## src/rtl/lut_neuron_array.sv

```systemverilog
// rtl/lut_neuron_array.sv - runtime-programmable truth-table neuron array
// Per-neuron LUTs loaded over a config port; streaming lookup with a registered output.
module lut_neuron_array #(
  parameter int IN_BITS     = 6,
  parameter int OUT_BITS    = 1,
  parameter int NUM_NEURONS = 4,
  parameter int NW          = (NUM_NEURONS > 1) ? $clog2(NUM_NEURONS) : 1
) (
  input  logic                            clk,
  input  logic                            rst,
  input  logic                            cfg_valid,
  output logic                            cfg_ready,
  input  logic [NW-1:0]                   cfg_neuron,
  input  logic [IN_BITS-1:0]              cfg_addr,
  input  logic [OUT_BITS-1:0]             cfg_data,
  input  logic                            cfg_commit,
  input  logic                            in_valid,
  output logic                            in_ready,
  input  logic [NUM_NEURONS*IN_BITS-1:0]  in_data,
  output logic                            out_valid,
  input  logic                            out_ready,
  output logic [NUM_NEURONS*OUT_BITS-1:0] out_data,
  output logic                            busy
);

  localparam int DEPTH = 1 << IN_BITS;
  localparam logic [NW:0] NUM_N = (NW+1)'(NUM_NEURONS);

  typedef enum logic [1:0] {S_CFG, S_RUN, S_DRAIN} state_t;

  state_t state, state_nxt;

  logic [OUT_BITS-1:0]             mem [NUM_NEURONS][DEPTH];
  logic [NUM_NEURONS*OUT_BITS-1:0] lookup;
  logic                            wr_en;
  logic                            accept;

  // Writes to a neuron index beyond the array are handshaken but dropped.
  assign wr_en  = (state == S_CFG) && cfg_valid && ({1'b0, cfg_neuron} < NUM_N);
  assign accept = in_valid && in_ready;

  // Table storage is deliberately outside reset so contents survive rst.
  always_ff @(posedge clk) begin
    if (wr_en) begin
      mem[cfg_neuron][cfg_addr] <= cfg_data;
    end
  end

  always_comb begin
    lookup = '0;
    for (int n = 0; n < NUM_NEURONS; n++) begin
      lookup[n*OUT_BITS +: OUT_BITS] = mem[n][in_data[n*IN_BITS +: IN_BITS]];
    end
  end

  always_ff @(posedge clk) begin
    if (rst) begin
      state <= S_CFG;
    end else begin
      state <= state_nxt;
    end
  end

  always_comb begin
    state_nxt = state;
    cfg_ready = 1'b0;
    in_ready  = 1'b0;
    busy      = 1'b0;
    case (state)
      S_CFG: begin
        cfg_ready = 1'b1;
        if (cfg_commit) begin
          state_nxt = S_RUN;
        end
      end
      S_RUN: begin
        in_ready = !out_valid || out_ready;
        // The config request stays pending; it is served once the pipeline is empty.
        if (cfg_valid) begin
          state_nxt = S_DRAIN;
        end
      end
      S_DRAIN: begin
        busy = 1'b1;
        if (!out_valid || out_ready) begin
          state_nxt = S_CFG;
        end
      end
      default: state_nxt = S_CFG;
    endcase
  end

  always_ff @(posedge clk) begin
    if (rst) begin
      out_valid <= 1'b0;
      out_data  <= '0;
    end else if (accept) begin
      out_valid <= 1'b1;
      out_data  <= lookup;
    end else if (out_ready) begin
      out_valid <= 1'b0;
    end
  end

endmodule

```

## config.mk

```make
export PLATFORM = sky130hd
export DESIGN_NAME = lut_neuron_array
export DESIGN_NICKNAME = d
export VERILOG_FILES = /design/src/rtl/lut_neuron_array.sv
export SDC_FILE = /design/constraint.sdc
export NUM_CORES = 1
export LEC_CHECK = 0
export CORE_ASPECT_RATIO = 0.75
export CORE_MARGIN = 2
export CORE_UTILIZATION = 45
export CTS_BUF_LIST = sky130_fd_sc_hd__clkbuf_4 sky130_fd_sc_hd__clkbuf_8 sky130_fd_sc_hd__clkbuf_16
export CTS_CLUSTER_SIZE = 30
export DETAILED_ROUTE_END_ITERATION = 7
export GPL_TIMING_DRIVEN = 1
export HOLD_SLACK_MARGIN = 0.02
export SYNTH_ARGS = -nofsm -noshare
export SYNTH_HDL_FRONTEND = slang
export SYNTH_SLANG_ARGS = --single-unit
```

## constraint.sdc

```tcl
create_clock -name clk -period 4.3 [get_ports clk]
set_input_delay 1.075 -clock clk [delete_from_list [all_inputs] [get_ports clk]]
set_output_delay 1.075 -clock clk [all_outputs]
set_load 0.01 [all_outputs]
```

==> results of run 1 <==
[layout make-up]
class / count / area share (%)
Clock buffer: 38 / 5.796
Clock inverter: 9 / 0.4666
Inverter: 9 / 0.2520
Multi-Input combinational cell: 558 / 27.23
Sequential cell: 263 / 58.39
Tap cell: 344 / 3.210
Timing Repair Buffer: 66 / 4.657
[critical path, delay by kind of cell]
kind	cells	cell delay (ps)
simple gates	2	310
buf+inv	2	1000
[flip-flops by register name, indices dropped and copies added (netlist names)]
| register | flops |
|---|---|
| mem | 256 |
| out_data | 4 |
| out_valid | 1 |
| state | 2 |
[placed cells by master (no fill, tap or decap), types with 9 or more instances in the layout]
master / n
nor2_1: 275
edfxtp_1: 256
nand2_1: 77
mux2i_1: 60
clkdlybuf4s50_1: 45
mux4_2: 27
clkbuf_16: 27
buf_4: 19
mux4_1: 15
nand2b_1: 11
nor2b_1: 10
inv_1: 9
[per-stage QoR]
step / area (um^2) / worst slack (ps)
after global routing: 13410 / 785.2
final: 13410 / 845.5
after floorplan: 11830 / 1699
after detailed placement: 12570 / 753.4
after global placement: 12570 / 766.3
after CTS: 13410 / 843.0
[kinds of logic (layout without fill, tap and decap cells)]
family	count (synthesis)	in the layout	share of synthesized area [%]
simple gates	399	399	13.63
flops	263	263	66.16
mux	102	102	13.55
buf+inv	66	122	3.046
compound gates	57	57	3.617
[worst paths after layout]
path / from / to / slack, ps / depth (start not counted)
setup / recovery: out_ready / in_ready / 850 / 4
hold / removal: out_data[3]$_SDFFE_PP0P_ / out_data[3]$_SDFFE_PP0P_ / 460 / 2
setup reg to reg: state[1]$_SDFFE_PP0P_ / mem[2][24]$_DFFE_PP_ / 1870 / 5
hold reg to reg: out_data[3]$_SDFFE_PP0P_ / out_data[3]$_SDFFE_PP0P_ / 460 / 2
[per-layer routing]
layer	global-route usage [%]	wire length (um)
met1	30.83	13260
met2	33.40	13120
met3	4.441	1872
met4	4.211	513
met5	0	0
[power by group through the flow]
stage	clock (mW)	sequential (mW)	combinational, mW
floorplan	0	2.87	0.199
CTS	2.28	2.82	0.349
global placement	0	2.87	0.345
detailed placement	0	2.87	0.348
finish	2.24	2.82	0.351
global route	2.38	2.82	0.377
==> results.md, run 1 <==
* Crit-path max cell delay at 530 ps
* Total wire length at 28770 um
* GRT overflow at 0
* Final TNS setup at 0 ps
* Yosys top cell area share at 64.97%
* Share of layout cells above drive strength 1 at 9.862%
* Count leader, synth: nor2_1
* Initial Util at 45.67%
* Via density at 5.615
* Clk sinks at 263
* DP HPWL at 20490 um
* Part of the cycle the worst path needs at 80.34%
* ANT nets after route at 0
* Comb pwr share at 6.5%
* Layout Utilization at 51.75%
* CTS max path bufs at 3
* Share of flip-flops with an asynchronous set or reset at 0%
* Clk slew on worst S/H paths at 60 ps
* Power, Total at 5.411 mW
* # DRC at 0
* Routability cong. at 0.8737
* Worst Tran Pin Value at 1235 ps
* CP Class: in -> out
* DR WL/cell at 22.35 um
* # nets final at 963
* GRT Total Usage at 21.25%
* Ant. Diodes at 0
* Syn Area/Cell at 13.34 um^2
* Clock power share at 41.4%
* Number of flops mapped to enable cells by yosys at 256
* Hold Slack at 457.7 ps
* Die area at 0.02762 mm^2
* Switching Share at 21.41%
* Crit end category: output port
* Skew final at 6.820 ps
* Sequential Area at 0.007828 mm^2
* 1st-iter DRT viols at 744
* Data arrival, critical path at 2380 ps
* Initial antenna violation count at 0
* CTS H-tree lvls at 1
* Fillers at 2305
* Routed vias at 7226
* Num ports at 47
* Number of global-route vias before repair at 6982
* Sequential fraction of the synthesis area at 66.16%
* Worst skew pair latency at 530 ps
* First-pass GRT wire length at 42710 um
* Max cap viols at 0
* Setup Fix Bufs, Post-CTS at 0
* Final count of hold timing violations at 0
* Die W at 191.2 um
* Final Critical Period at 3455 ps
* Final setup viols at 0
* Max_slew headroom at 17.69%
* Internal at 4.253 mW
* Final Instance Count excl. Fillers at 1287
* Top_reg_cell synth: edfxtp_1
* RSZ-0062 raised after global routing: false
* Maximum clock frequency at 289.5 MHz
* Num rows at 51
* Switching pwr at 1.158 mW
* Seq pwr share at 52.1%
* CP max stage cell: clkdlybuf4s50_1
* Root Buffer: clkbuf_16
* P per Cell Area at 403.6 mW/mm^2
* CP required at 3220 ps
* CP max FO at 4
* Critical Path Start Type: input port
* Most used cell, CP: clkdlybuf4s50_1
* Register bit count reported by yosys at 263
* Maximum vdd drop at 0.0003102 V
* Area of the multi-input gates at 0.003651 mm^2
* Post-cts resize count at 0
* Die Height at 144.4 um
* Total CTS buffers at 26
* Mapped Nets at 926
* Synth-to-Final Area Change at 13.31%
* Static leakage at 4.331 nW
* Run status: finished, final reports clean
* DR pass1 iterations at 6
* Worst path cell trace: clkdlybuf4s50_1 -> nand2b_1 -> and2_1 -> clkdlybuf4s50_1
* HP Class: reg -> reg
* Top post-synthesis cells by count: nor2_1, edfxtp_1, nand2_1
* Netlist Area Pre-Place at 0.01183 mm^2
* Top cells by area, synth: edfxtp_1, nor2_1, mux4_2
* Final Max Tran Viols at 0
* Post-Syn Instances at 887
* Post-cts hold buffer count at 0
* Core Area at 0.02591 mm^2
* CTS tree: done
* Largest net degree at the start of global routing at 121
* PortBufs at 46
* Dpl cells at 1240
* Ys Warns at 0
* Biggest area consumer among synthesized cells: edfxtp_1
* Synth cell types at 41
Note: power is estimated with default switching activity, not from simulation.
==> run 2: changes to the inputs <==
==> constraint.sdc (replaced) <==
create_clock -name clk -period 2.95 [get_ports clk]
set_input_delay 0.7375 -clock clk [delete_from_list [all_inputs] [get_ports clk]]
set_output_delay 0.7375 -clock clk [all_outputs]
set_load 0.01 [all_outputs]
==> results.md, run 2 (synthesis results as in run 1) <==
* Run status: finished, final reports clean
* Internal at 6.297 mW (+48%)
* Clk slew on worst S/H paths at 60 ps (about the same)
* Root Buffer: clkbuf_16
* ANT nets after route at 0 (unchanged)
* Critical Path Start Type: input port
* Setup Fix Bufs, Post-CTS at 0 (unchanged)
* 1st-iter DRT viols at 623 (-16%)
* Worst skew pair latency at 530 ps (about the same)
* Max_slew headroom at 50.36% (+33 points)
* Skew final at 8.118 ps (+1.299 ps)
* DP HPWL at 21210 um (+3.5%)
* CP Class: in -> out
* Power, Total at 8.030 mW (+48%)
* RSZ-0062 raised after global routing: false
* Clock power share at 41.5% (about the same)
* CP max stage cell: clkdlybuf4s50_1
* Core Area at 0.02591 mm^2 (unchanged)
* CTS tree: done
* Static leakage at 4.582 nW (+5.8%)
* Part of the cycle the worst path needs at 94.17%
* CP required at 2210 ps (-1010 ps)
* Num rows at 51 (unchanged)
* PortBufs at 46 (unchanged)
* Num ports at 47 (unchanged)
* Final setup viols at 0 (unchanged)
* Switching pwr at 1.733 mW (+50%)
* Ant. Diodes at 0 (unchanged)
* Post-cts resize count at 0 (unchanged)
* Die Height at 144.4 um (unchanged)
* Total wire length at 29900 um (+3.9%)
* Routed vias at 7499 (+3.8%)
* Most used cell, CP: clkdlybuf4s50_1
* Via density at 5.677 (+1.1%)
* Seq pwr share at 51.2% (-0.9 points)
* Total CTS buffers at 26 (unchanged)
* First-pass GRT wire length at 45110 um (+5.6%)
* Worst Tran Pin Value at 744.6 ps (-490.1 ps)
* Synth-to-Final Area Change at 17.14%
* GRT overflow at 0 (unchanged)
* Maximum vdd drop at 0.0004234 V (+37%)
* Initial Util at 45.67% (unchanged)
* Die area at 0.02762 mm^2 (unchanged)
* Max cap viols at 0 (unchanged)
* Hold Slack at 464.9 ps (+7.200 ps)
* GRT Total Usage at 22.40% (+1.1 points)
* Final TNS setup at 0 ps (unchanged)
* Placed Area at 0.01299 mm^2 (+3.4%)
* Largest reg by FF count: mem
* Largest net degree at the start of global routing at 73 (-40%)
* Post-cts hold buffer count at 0 (unchanged)
* # DRC at 0 (unchanged)
* CTS H-tree lvls at 1 (unchanged)
* DR WL/cell at 22.63 um (+1.2%)
* Final Max Tran Viols at 0 (unchanged)
* Die W at 191.2 um (unchanged)
* Design Area, Final at 0.01386 mm^2 (+3.4%)
* Clk sinks at 263 (unchanged)
* Crit path buf inv count at 2 (unchanged)
* Initial antenna violation count at 0 (unchanged)
* Most frequent cells in the layout: nor2_1, edfxtp_1, nand2_1
* Worst path cell trace: clkdlybuf4s50_1 -> nand2b_1 -> and2_1 -> clkdlybuf4s50_1
* Data arrival, critical path at 2040 ps (-340 ps)
* CTS max path bufs at 3 (unchanged)
* DR pass1 iterations at 5 (-1)
* Routability cong. at 0.9061 (+3.7%)
* Share of layout cells above drive strength 1 at 13.51% (+3.6 points)
* HP Class: reg -> reg
* Final count of hold timing violations at 0 (unchanged)
* Maximum clock frequency at 360.0 MHz
* Number of global-route vias before repair at 7279 (+4.3%)
* Crit-path max cell delay at 520 ps (about the same)
* Switching Share at 21.58% (+0.17 points)
* Final Critical Period at 2778 ps
* # nets final at 996 (+3.4%)
* Regs by FF count: mem (256), out_data (4), state (2)
* CP max FO at 4 (unchanged)
* Cell family with most CP delay: buffers and inverters
* Crit end category: output port
* Comb pwr share at 7.3% (+0.8 points)
* Largest register FFs at 256 (unchanged)
* Commonest non-fill, non-tap cell in the layout: nor2_1
* P per Cell Area at 579.4 mW/mm^2 (+44%)
## run 2: changes by cell type in the layout (fill, tap and decap cells not counted)
cell and delta:
buf_12 +14, buf_4 +19, bufinv_16 -1, clkbuf_8 +5, clkinv_1 -5, clkinv_2 +2
## run 2: layout make-up
type,instances,area [um^2]
clock buffer,43,845.8
timing repair buffer,99,1047
multi-input combinational,558,3651
fill,2254,12050
tap,344,430.4
sequential,263,7828
clock inverter,5,23.77
inverter,9,33.78
## run 2: power by group through the flow
stage | Clock [mW] | Combinational [mW] | Sequential (mW)
floorplan | 0 | 0.291 | 4.19
global placement | 0 | 0.580 | 4.19
detailed placement | 0 | 0.587 | 4.19
CTS | 3.38 | 0.589 | 4.11
global route | 3.51 | 0.632 | 4.11
finish | 3.33 | 0.590 | 4.11
## run 2: metal layers
| layer | up-vias | track usage (%) | wire length, um |
|---|---|---|---|
| li1 | 3389 | - | - |
| met1 | 3742 | 32.59 | 13180 |
| met2 | 319 | 34.35 | 13500 |
| met3 | 49 | 5.193 | 2617 |
| met4 | 0 | 5.223 | 599 |
| met5 | - | 0 | 0 |
## run 2: worst register-to-register path: stages (launching register included)
cell,delay [ps]
dfxtp_1,340
nor2_1,180
nand3_1,230
nor3_1,200
buf_4,210
nand2_1,230
nor2_1,220
## run 2: path summary, 6_finish.rpt
check / from / to / slack, ps / depth (start not counted)
max: out_ready / in_ready / 170 / 4
max reg2reg: state[0]$_SDFFE_PP0P_ / mem[2][6]$_DFFE_PP_ / 1050 / 6
min reg2reg: state[1]$_SDFFE_PP0P_ / state[0]$_SDFFE_PP0P_ / 460 / 1
min: state[1]$_SDFFE_PP0P_ / state[0]$_SDFFE_PP0P_ / 460 / 1
## run 2: stage by stage
stage / setup WS, ps / utilization [%] / instances
2_1_floorplan: 686.8 / - / 887
3_3_place_gp: 69.31 / 50.14 / 1273
3_5_place_dp: 43.26 / 50.14 / 1273
4_1_cts: 180.3 / 53.50 / 1321
5_1_grt: 103.6 / 53.50 / 1321
6_report: 172.0 / 53.50 / 1321
==> RTL edit (settings of run 2) <==
Make the reset (`rst`) asynchronous in 2 clocked blocks.
--- a/src/rtl/lut_neuron_array.sv
+++ b/src/rtl/lut_neuron_array.sv
@@ -53,7 +53,7 @@
     end
   end
 
-  always_ff @(posedge clk) begin
+  always_ff @(posedge clk or posedge rst) begin
     if (rst) begin
       state <= S_CFG;
     end else begin
@@ -90,7 +90,7 @@
     endcase
   end
 
-  always_ff @(posedge clk) begin
+  always_ff @(posedge clk or posedge rst) begin
     if (rst) begin
       out_valid <= 1'b0;
       out_data  <= '0;
Check against the original RTL: differs if rst is asserted again (counterexample within 4 cycles, from zero or initial values and one cycle with rst high); with rst held inactive, the same outputs for 4 cycles.
==> RTL edit against run 2 <==
Synthesized cell count shrank 1.0%. Register-to-register slack lost 0.13 ns. Critical endpoint unchanged. Total power grew 4.9%. Fmax shrank 1.3%. Wire length grew 2.2%. Design area grew 0.55%. Sequential cell count is the same. Clock skew grew 0.0034 ns. Worst setup slack lost 0.035 ns. Clock power grew 2%. Synthesized area grew 0.20%.
==> RTL edit: results (changes against run 2) <==
Outcome
  – Outcome: completed

Logic synthesis
  – Top cells by area, synth: edfxtp_1 (65%), nor2_1 (8.4%), mux2i_1 (5.4%)
  – Synth Flop Type: edfxtp_1
  – Synthesized Nets: 917 (-0.97%)
  – Top cells by count, synth: nor2_1 (266), edfxtp_1 (256), nand2_1 (84)
  – Netlist cell types: 36 (-12%)
  – Sequential-to-total area share from yosys stat: 0.6632 (+0.001628)
  – Yosys synthesis warning count: 0 (unchanged)
  – Async SR Flop Fraction: 0.02662 (+0.02662)
  – Number of flops mapped to enable cells by yosys: 256 (unchanged)

Critical path
  – Crit-path slowest cell: clkdlybuf4s50_1
  – CP max stage delay: 0.58 ns (+0.06 ns)
  – Crit path max-delay family: buffers and inverters
  – Largest fanout on the critical path: 3 (-1)
  – Data arrival, critical path: 2.08 ns (+0.04 ns)

Final layout
  – Biggest regs: mem x256, out_data x4, state x2
  – Count of nets after finishing: 990 (-0.60%)
  – Ratio of cells with drive above 1 in the final layout: 0.1384 (+0.003322)
  – Fillers: 2,219 (-1.6%)

Place
  – Final GP Congestion: 0.8746 (-3.5%)
  – Post-placement cell area: 13,070 um^2 (+0.61%)
  – Port Buffer Count: 46 (unchanged)
  – Hpwl dp: 20.80 mm (-1.9%)
  – DP Worst Slack: 0.09461 ns (+0.05135 ns)

Clock tree
  – CTS buffer count: 27 (+3.8%)
  – Worst-Skew Late Latency: 0.53 ns (about the same)
  – Root Driver: clkbuf_16
  – CTS clk-pin slew, worst paths: 0.07 ns
  – H-tree levels: 1 (unchanged)
  – Setup Fix Bufs, Post-CTS: 0 (unchanged)
  – CTS resizes: 0 (unchanged)
  – Maximum root-to-sink buffer count: 3 (unchanged)
  – Hold buffers post-CTS: 0 (unchanged)

Global route
  – Vias in the first global route: 7,369 (+1.2%)
  – Initial antenna violation count: 1 (+1)
  – Gr usage total: 0.2267 (+0.002650)
  – First-pass GRT wire length: 45.48 mm (+0.82%)
  – Largest net degree at the start of global routing: 82 (+12%)

Routing
  – Drt wl/cell: 23.26 um (+2.8%)
  – Vias per inst: 5.729 (+0.92%)
  – Router iterations before antenna repair: 5 (unchanged)
  – Initial DRC Count: 801 (+29%)
  – DRC: 0 (unchanged)

Power and ir drop
  – Max VDD drop: 0.5180 mV (+22%)
  – P_leak: 4.563 nW (-0.42%)

Worst hold path
  – Tightest Hold Check Type: primary input to asynchronous set/reset pin

STA
  – Worst slew pin tran: 0.7335 ns (-0.01105 ns)
  – Final Skew: 0.01150 ns (+0.003385 ns)
RTL edit: cell count changes after synthesis, moves of 6 or more:
cell,change
nand2b_1,-8
nand3_1,+7
inv_1,-8
dfrtp_1,+7
nor2_1,-9
dfxtp_1,-7
buf_2,+6
o2111ai_1,+8
nand2_1,+6
a22oi_1,+9
nand3b_1,+8
a31oi_1,-8
o22ai_1,-6
RTL edit: path summary, 6_finish.rpt:
path                              from     endpoint  slack (ns)  depth (start not counted)
setup reg to reg              state[1]   mem[0][51]        0.92                          5
min in group clk           out_data[3]  out_data[3]        0.51                          2
setup / recovery             out_ready     in_ready        0.14                          4
hold reg to reg            out_data[3]  out_data[3]        0.51                          2
hold / removal                     rst  out_data[0]        0.51                          2
max in group asynchronous          rst  out_data[1]        2.13                          2
RTL edit: report_power, final:
group,total (mW),internal [mW],switching (mW)
registers,4.19,4.14,0.0448
clock network,3.38,2.00,1.38
logic,0.849,0.383,0.465
RTL edit: area by class of cell:
type / instances / area (um^2) / area share
timing repair buffer: 97 / 1057 / 0.07587
sequential: 263 / 7863 / 0.5642
tap: 344 / 430.4 / 0.03089
clock buffer: 34 / 728.2 / 0.05225
clock inverter: 12 / 136.4 / 0.009786
inverter: 1 / 3.754 / 0.0002693
antenna: 1 / 2.502 / 0.0001796
multi-input combinational: 561 / 3715 / 0.2666
RTL edit: kinds of logic after synthesis:
logic type | Yosys count | share of synthesized area
multiplexers | 108 | 0.1383
buffers and inverters | 54 | 0.02406
flip-flops | 263 | 0.6632
AO/OA/AOI/OAI | 42 | 0.02755
AND/OR/NAND/NOR | 411 | 0.1469
RTL edit: layer usage:
layer,up-vias,global-route usage,part of all wire
li1,3368,-,-
met2,311,0.3359,0.43
met1,3786,0.3473,0.46
met4,0,0.05749,0.028
met5,-,0,0
met3,57,0.03883,0.085
RTL edit: worst reg2reg max path, cell delays in order (launching register included):
cell	delay (ns)
dfrtp_1	0.42
nor2b_2	0.14
or3b_4	0.48
nor2_4	0.29
nand2_1	0.23
nor2_1	0.18
RTL edit: stage by stage:
stage | power [mW] | cells | hold slack, ns
after CTS | 8.482 | 1312 | 0.4980
final | 8.421 | 1313 | 0.5106
after floorplan | 4.656 | 878 | 0.4757
after global placement | 5.119 | 1266 | 0.4978
after detailed placement | 5.117 | 1266 | 0.5093
after global routing | 8.707 | 1313 | 0.5121
